**src/rtl/ifetch_unit.sv**
```systemverilog
// ============================================================================
//  Module      : ifetch_unit
//  Description : PC register and instruction-fetch sequencer. Fetches one
//                word from a variable-latency instruction memory, holds it
//                for an execute cycle, then registers the next PC chosen
//                by the controller. Traps misaligned targets and counts
//                retired instructions.
//  Revision    : 1.0 - initial release
// ============================================================================
`default_nettype none

module ifetch_unit #(
  parameter int          XLEN     = 32,
  parameter logic [31:0] RESET_PC = 32'h0000_0000
) (
  input  logic            clk,
  input  logic            rst,
  // instruction memory
  output logic            imem_req,
  output logic [XLEN-1:0] imem_addr,
  input  logic            imem_ready,
  input  logic [31:0]     imem_rdata,
  // controller / datapath
  input  logic            pc_source1,
  input  logic            pc_source2,
  input  logic [XLEN-1:0] imm_ext,
  input  logic [XLEN-1:0] alu_result,
  input  logic            hold,
  // decoded instruction
  output logic [31:0]     instr,
  output logic [6:0]      op,
  output logic [2:0]      f3,
  output logic [6:0]      f7,
  output logic            instr_valid,
  output logic [XLEN-1:0] pc,
  output logic [XLEN-1:0] pc_plus4,
  // trap and statistics
  output logic            misaligned,
  output logic [XLEN-1:0] bad_addr,
  output logic [31:0]     instret
);

  localparam logic [31:0] c_nop = 32'h0000_0013;

  typedef enum logic [1:0] {
    S_BOOT  = 2'd0,
    S_FETCH = 2'd1,
    S_EXEC  = 2'd2,
    S_HALT  = 2'd3
  } state_t;

  state_t          r_state;
  logic [XLEN-1:0] w_next_pc;
  logic [XLEN-1:0] w_jalr_target;
  logic            w_next_aligned;

  // Decoded fields are plain slices of the held instruction word.
  assign op        = instr[6:0];
  assign f3        = instr[14:12];
  assign f7        = instr[31:25];
  assign imem_addr = pc;
  assign pc_plus4  = pc + XLEN'(4);

  // jalr clears bit 0 of the computed target; adds wrap modulo 2^XLEN.
  assign w_jalr_target  = alu_result & ~XLEN'(1);

  // Next-PC select: jalr target beats branch target beats sequential.
  always_comb begin
    w_next_pc = pc_plus4;
    if (pc_source2) begin
      w_next_pc = w_jalr_target;
    end else if (!pc_source1) begin
      w_next_pc = pc + imm_ext;
    end
  end

  assign w_next_aligned = (w_next_pc[1:0] == 2'b00);

  // Sequencer: state, PC, instruction latch, trap and counter registers.
  always_ff @(posedge clk or posedge rst) begin
    if (rst) begin
      r_state     <= S_BOOT;
      pc          <= XLEN'(RESET_PC);
      instr       <= c_nop;
      misaligned  <= 1'b0;
      bad_addr    <= '0;
      instret     <= '0;
      imem_req    <= 1'b0;
      instr_valid <= 1'b0;
    end else begin
      case (r_state)
        S_BOOT: begin
          r_state  <= S_FETCH;
          imem_req <= 1'b1;
        end

        S_FETCH: begin
          // Request and address stay put until the memory answers.
          if (imem_ready) begin
            instr       <= imem_rdata;
            r_state     <= S_EXEC;
            imem_req    <= 1'b0;
            instr_valid <= 1'b1;
          end
        end

        S_EXEC: begin
          if (!hold) begin
            instr_valid <= 1'b0;
            if (w_next_aligned) begin
              pc       <= w_next_pc;
              instret  <= instret + 32'd1;
              r_state  <= S_FETCH;
              imem_req <= 1'b1;
            end else begin
              // Faulting instruction does not retire; pc keeps its address.
              misaligned <= 1'b1;
              bad_addr   <= w_next_pc;
              r_state    <= S_HALT;
              imem_req   <= 1'b0;
            end
          end
        end

        S_HALT: begin
          imem_req    <= 1'b0;
          instr_valid <= 1'b0;
        end

        default: begin
          r_state     <= S_BOOT;
          imem_req    <= 1'b0;
          instr_valid <= 1'b0;
        end
      endcase
    end
  end

endmodule

`default_nettype wire

```
**config.mk**
```make
export PLATFORM = sky130hd
export DESIGN_NAME = ifetch_unit
export DESIGN_NICKNAME = d
export VERILOG_FILES = /design/src/rtl/ifetch_unit.sv
export SDC_FILE = /design/constraint.sdc
export NUM_CORES = 1
export LEC_CHECK = 0
export ABC_CLOCK_PERIOD_IN_PS = 5710
export BUFFER_PORTS_ARGS = -buffer_cell sky130_fd_sc_hd__buf_2
export CAP_MARGIN = 20
export CORE_MARGIN = 2
export CORE_UTILIZATION = 50
export CTS_CLUSTER_DIAMETER = 60
export DETAILED_ROUTE_END_ITERATION = 7
export PLACE_DENSITY = 0.77
export RECOVER_POWER = 25
export SETUP_SLACK_MARGIN = 0.05
export SLEW_MARGIN = 20
export SYNTH_ARGS = -nofsm -noshare
export SYNTH_HDL_FRONTEND = slang
export SYNTH_SLANG_ARGS = --single-unit
```
**constraint.sdc**
```tcl
create_clock -name clk -period 5.71 [get_ports clk]
set_input_delay 0.571 -clock clk [delete_from_list [all_inputs] [get_ports clk]]
set_output_delay 0.571 -clock clk [all_outputs]
set_load 0.01 [all_outputs]
```
Word-level counts from Yosys, hierarchy flattened

Cells that the tools add are included.

Register bits after elaboration: 133
Input port bits: 102
Output and inout port bits: 212
Word-level logic and storage cells: 41

Add/sub/neg operators: 3
Eq/ne operators: 5
Multiplexer cells: 13
Bitwise gates (word level): 2
Reductions and logical operators: 10

Operator list:

| operator                                                         | count |
|---|---|
| 32-bit 2-to-1 mux                                                | 2 |
| 32-bit by 1-bit adder with 32-bit output (second input constant) | 1 |
| 32-bit by 3-bit adder with 32-bit output (second input constant) | 1 |
| 32-bit adder                                                     | 1 |
| 3-bit AND reduction                                              | 4 |
| 2-bit 2-to-1 mux                                                 | 3 |
| 2-bit one-hot mux with 3 select lines                            | 1 |
| 3-bit nonzero test                                               | 2 |
| 1-bit 2-to-1 mux                                                 | 5 |
| 2-bit == test (second input constant)                            | 2 |
| 2-bit zero test                                                  | 2 |
| 2-bit inequality test (second input constant)                    | 2 |
| 1-bit one-hot mux with 4 select lines                            | 1 |
| 2-bit AND reduction                                              | 2 |
| 1-bit one-hot mux with 3 select lines                            | 1 |
| 2-bit by 1-bit == test with 1-bit output (second input constant) | 1 |
| 1-bit inverter                                                   | 2 |

Depth between registers and ports, before layout

Depth in word-level cells: 7
Gate-level depth with buffers: 12
Gate-level depth less buffers: 10

Least setup slack after synthesis

OpenSTA, ideal clock, no wires.

Path type: input-to-reg
From: input port imm_ext[0]
To: register bad_addr[30]
Library setup time: 82 ps
Arrival: 3032 ps
Required time: 5628 ps
Slack: 2596 ps
Cell stages on the path: 10
Buffers on the path: 0
Cell sequence: ha_1 > fa_1 > a211oi_4 > o21ai_2 > a2111oi_4 > nor3_2 > nor4_2 > nor4_1 > a2111o_1 > a31oi_1

Cells in the longest elaborated chain, start to end: 6

Ends and longest elaborated chain:

| item                          | line | source |
|---|---|---|
| start, declared               | 26   | `input logic [XLEN-1:0] imm_ext,` |
| 32-bit adder (*)              | 73   | `w_next_pc = pc + imm_ext;` |
| 32-bit 2-to-1 mux (*)         | 72   | `end else if (!pc_source1) begin` |
| 32-bit 2-to-1 mux (*)         | 70   | `if (pc_source2) begin` |
| 2-bit zero test               | 77   | `assign w_next_aligned = (w_next_pc[1:0] == 2'b00);` |
| 1-bit inverter (no line)      | --   |  |
| 3-bit AND reduction (no line) | --   |  |
| end signal, assigned          | 118  | `bad_addr <= w_next_pc;` |
| end, declared                 | 39   | `output logic [XLEN-1:0] bad_addr,` |

Every way passes the cells marked *; elsewhere a longest branch is shown, timed or not.
A chain may end at the register's enable or synchronous reset.

Worst setup path after layout

From: register pc[0], in the netlist imem_addr[0]
To: register instret[28]

Cells in the longest elaborated chain, start to end: 5
Elaborated cells on any way between the ends: 6
Classes of those cells: add/sub: 2; mux: 2; reduce/logical: 2

Ends and longest elaborated chain:

| item                                                                     | line   | source |
|---|---|---|
| start, declared                                                          | 35     | `output logic [XLEN-1:0] pc,` |
| start signal, assigned                                                   | 83     | `pc <= XLEN'(RESET_PC);` |
| start signal, assigned                                                   | 111    | `pc <= w_next_pc;` |
| 32-bit adder or 32-bit by 3-bit adder with 32-bit output (tied branches) | 73, 62 |  |
| 32-bit 2-to-1 mux (*)                                                    | 72     |  |
| 32-bit 2-to-1 mux (*)                                                    | 70     |  |
| 2-bit zero test (*)                                                      | 77     |  |
| 3-bit AND reduction (no line) (*)                                        | --     |  |
| end signal, assigned                                                     | 112    | `instret <= instret + 32'd1;` |
| end, declared                                                            | 40     | `output logic [31:0] instret` |

Marks and branches as above.

==> summary.md <==
| Metric | Value |
|---|---|
| Avg Cell Area, Syn | `9.172 sq um` |
| Worst Hold Depth | `2` |
| Primary FF master, synth | `dfrtp_1` |
| DR vias | `8019` |
| GRT Util Overall | `28.52%` |
| Die W | `135.1 microns` |
| WHS Endpoint | `instr[23]` |
| Pwr Density | `526.1 mW/mm^2` |
| # IOs | `314` |
| Root Buffer | `clkbuf_16` |
| Asr flop ratio synth | `100.0%` |
| Worst hold slack | `0.3738 ns` |
| Clock slew at reported path FFs | `0.07 ns` |
| Clk_skew | `0.01167 ns` |
| Least-Margin Pin Slew | `3.641 ns` |
| Psw | `2.476 mW` |
| Max Cap Viol | `1` |
| Switching Share | `44.77%` |
| Area Overhead vs Synth | `22.32%` |
| DR pass1 iterations | `5` |
| Post-CTS Setup Inserts | `0` |
| Initial Util | `51.46%` |
| Fin worst setup slack | `1.932 ns` |
| Final WL | `26.31 mm` |
| R2r setup slk | `1.93 ns` |
| Hold Crit Class | `primary input to flip-flop` |
| FF-to-FF End | `instret[28]` |
| Final min period | `3.778 ns` |
| Status | `finished with violations` |
| Routability cong. | `0.9509` |
| Post-synth EDFFs | `0` |
| Final TNS setup | `0 ns` |
| Crit Path Max Fanout | `12` |
| Mapped Nets | `1077` |
| Clock Tree Buf Depth | `2` |
| Iteration-0 DRC Markers | `567` |
| Worst IR Drop VDD | `276.0 uV` |
| Row count | `47` |
| Final nets | `1323` |
| H-tree depth | `4` |
| Avg Vias per Cell | `5.663` |
| Post-Synthesis Cell Area | `0.008594 sq mm` |
| Worst path required time | `6.06 ns` |
| Seq/Total Area, Yosys | `38.77%` |
| Cts bufs inserted | `17` |
| Combinational Power Share | `49.4%` |
| Distinct cells, synth | `74` |
| Slew Limit Headroom | `-144.1%` |
| Core ar. | `0.01670 sq mm` |
| Final hold vios | `0` |
| FF-to-FF Start | `imem_addr[0]` |
| Hold Crit Start | `imem_rdata[23]` |
| Nature of the critical path startpoint | `flip-flop` |
| CTS tree | `yes` |
| Die Area | `0.01825 sq mm` |
| Hold-fix buffers, CTS | `0` |
| First-pass GRT wire length | `40.10 mm` |
| ANT cells | `0` |
| R2R depth | `10` |
| Period utilisation layout | `66.16%` |
| Die height | `135.1 microns` |
| Reg power frac | `30.5%` |
| Unrepaired setup endpoints after global routing | `false` |
| Syn Inst Count | `937` |
| Clk sink count | `133` |
| Port bufs | `312` |
| WL/cell | `18.58 microns` |
| Clock share of power | `20.1%` |
| Fraction of layout cells with a size suffix above 1 | `31.27%` |
| Violated checks | `max-capacitance violations, max-slew violations` |
| Final Max Tran Viols | `81` |
| Post-cts gate resize count | `0` |
| Pint | `3.054 mW` |
| Worst path arrival time | `4.13 ns` |
| Clock Latency Late Sink | `0.42 ns` |
| Vias in the first global route | `7411` |
| #FFs+latches synth | `133` |
| Initial antenna violation count | `0` |
| Fin area | `0.01051 sq mm` |
| CP Capture Type | `flip-flop` |
| Warnings, synthesis | `0` |
| Dpl cell area | `0.009943 sq mm` |
| Final setup violating endpoints | `0` |
| Post-DRT Antenna Nets | `0` |
| Worst slack, placed | `1.722 ns` |
| Crit Path Class | `flip-flop to flip-flop` |
| P_leak | `5.238 nW` |
| Largest net degree at the start of global routing | `81` |
| Grt ovf | `0` |
| HPWL Detailed | `19.81 mm` |
| FMAX | `264.7 MHz` |
| DRC viols | `0` |
## cells in the mapped netlist (3+ instances only)
master | count | area share, %
a21oi_1 | 44 | 2.6
o31ai_1 | 3 | 0.26
o211ai_1 | 10 | 0.87
buf_4 | 52 | 4.5
dfstp_2 | 3 | 0.92
a31oi_1 | 9 | 0.66
buf_1 | 4 | 0.17
nor2_1 | 54 | 2.4
and2_1 | 6 | 0.44
dfrtp_1 | 130 | 38
or3_1 | 3 | 0.22
buf_2 | 6 | 0.35
o22ai_1 | 5 | 0.36
and3_1 | 19 | 1.4
mux2_2 | 40 | 5.2
a211o_1 | 4 | 0.41
nand4_1 | 19 | 1.4
xor2_1 | 28 | 2.9
and4_1 | 4 | 0.41
nand3_1 | 30 | 1.7
nand2b_1 | 5 | 0.36
xnor2_1 | 51 | 5.2
o21bai_1 | 6 | 0.52
ha_1 | 37 | 5.4
mux2i_1 | 6 | 0.70
nor3_1 | 10 | 0.58
nor4_1 | 6 | 0.44
a22o_1 | 3 | 0.31
clkbuf_1 | 29 | 1.3
a221o_1 | 3 | 0.35
a21o_1 | 20 | 1.7
o21ai_1 | 4 | 0.23
o21ai_0 | 77 | 4.5
o21a_1 | 3 | 0.26
nor3b_1 | 3 | 0.26
nand2_1 | 126 | 5.5
inv_1 | 16 | 0.70
a211oi_1 | 17 | 1.5
## state kept, by name, summed over array words and instances, names as in the netlist
| signal | cells |
|---|---|
| instr | 32 |
| r_state | 2 |
| misaligned | 1 |
| imem_req | 1 |
| imem_addr | 32 |
| instret | 32 |
| bad_addr | 32 |
| instr_valid | 1 |
## cells by family (layout without fill, tap and decap cells)
group                    Yosys count  after routing  share of synthesized area [%]
XOR/XNOR                          80             80                          8.240
buffers and inverters            108            367                          7.162
multiplexers                      46             46                          5.940
AO/OA/AOI/OAI                    232            232                          17.43
flip-flops                       133            133                          38.77
AND/OR/NAND/NOR                  300            300                          16.84
adder cells (fa/ha/maj)           38             38                          5.619
## power groups by stage
stage / Clock [mW] / Sequential, mW / Combinational, mW
after floorplan: 0 / 1.77 / 1.79
after global placement: 0 / 1.67 / 2.71
after detailed placement: 0 / 1.69 / 2.75
after CTS: 1.13 / 1.67 / 2.76
after global routing: 1.18 / 1.74 / 3.00
final: 1.11 / 1.69 / 2.73
## area by class of cell
| class | instances | area [sq um] |
|---|---|---|
| Sequential cell | 133 | 3332 |
| Fill cell | 1475 | 6188 |
| Timing Repair Buffer | 319 | 1589 |
| Clock buffer | 17 | 425.4 |
| Tap cell | 220 | 275.3 |
| Clock inverter | 15 | 177.7 |
| Inverter | 16 | 61.31 |
| Multi-Input combinational cell | 696 | 4652 |
## worst max-delay path by stage
| stage | startpoint | end | slack [ns] | depth (start not counted) |
|---|---|---|---|---|
| 4_1_cts | imem_addr[0] | instret[28] | 1.93 | 10 |
| 5_1_grt | imem_addr[0] | instret[28] | 1.71 | 10 |
| 3_3_place_gp | imm_ext[0] | instret[28] | 1.75 | 11 |
| 3_5_place_dp | pc_source1 | instret[28] | 1.72 | 9 |
| 2_1_floorplan | rst | bad_addr[0] | 1.59 | 1 |
| 6_report | imem_addr[0] | instret[28] | 1.93 | 10 |
## critical path, stage by stage, from the launching register on
cell and delay, ns:
dfrtp_1 0.44, ha_1 0.27, fa_1 0.44, mux2_2 0.27
mux2i_1 0.40, and3_1 0.54, buf_4 0.29, nand4_1 0.33
or2_2 0.44, nor2_1 0.14, xor2_1 0.14
## placed cells by master, fill, tap and decap left out, types with 28 or more instances in the layout
cell	Yosys	layout
a21oi_1	44	44
buf_2	6	272
clkbuf_1	29	40
dfrtp_1	130	130
ha_1	37	37
mux2_2	40	40
nand2_1	126	126
nand3_1	30	29
nor2_1	54	54
o21ai_0	77	77
xnor2_1	51	51
xor2_1	28	28
## per-layer routing
layer  wire length, microns  vias up  GRT usage [%]  share of wire (%)
met5                      0        -              0                  0
met2                  12870      369          47.86                 49
met3                   2013       38          5.706                7.7
met1                  10920     3812          37.53                 42
met4                    500        0          8.333                1.9
li1                       -     3800              -                  -
## metrics by stage
step           total power, mW  util, %  instances
6_report                 5.531    62.95       1416
3_3_place_gp             4.380    59.54       1383
2_1_floorplan            3.566        -        937
4_1_cts                  5.566    63.15       1415
5_1_grt                  5.913    62.95       1416
3_5_place_dp             4.436    59.54       1383
Power figures use the tool's default switching activity.
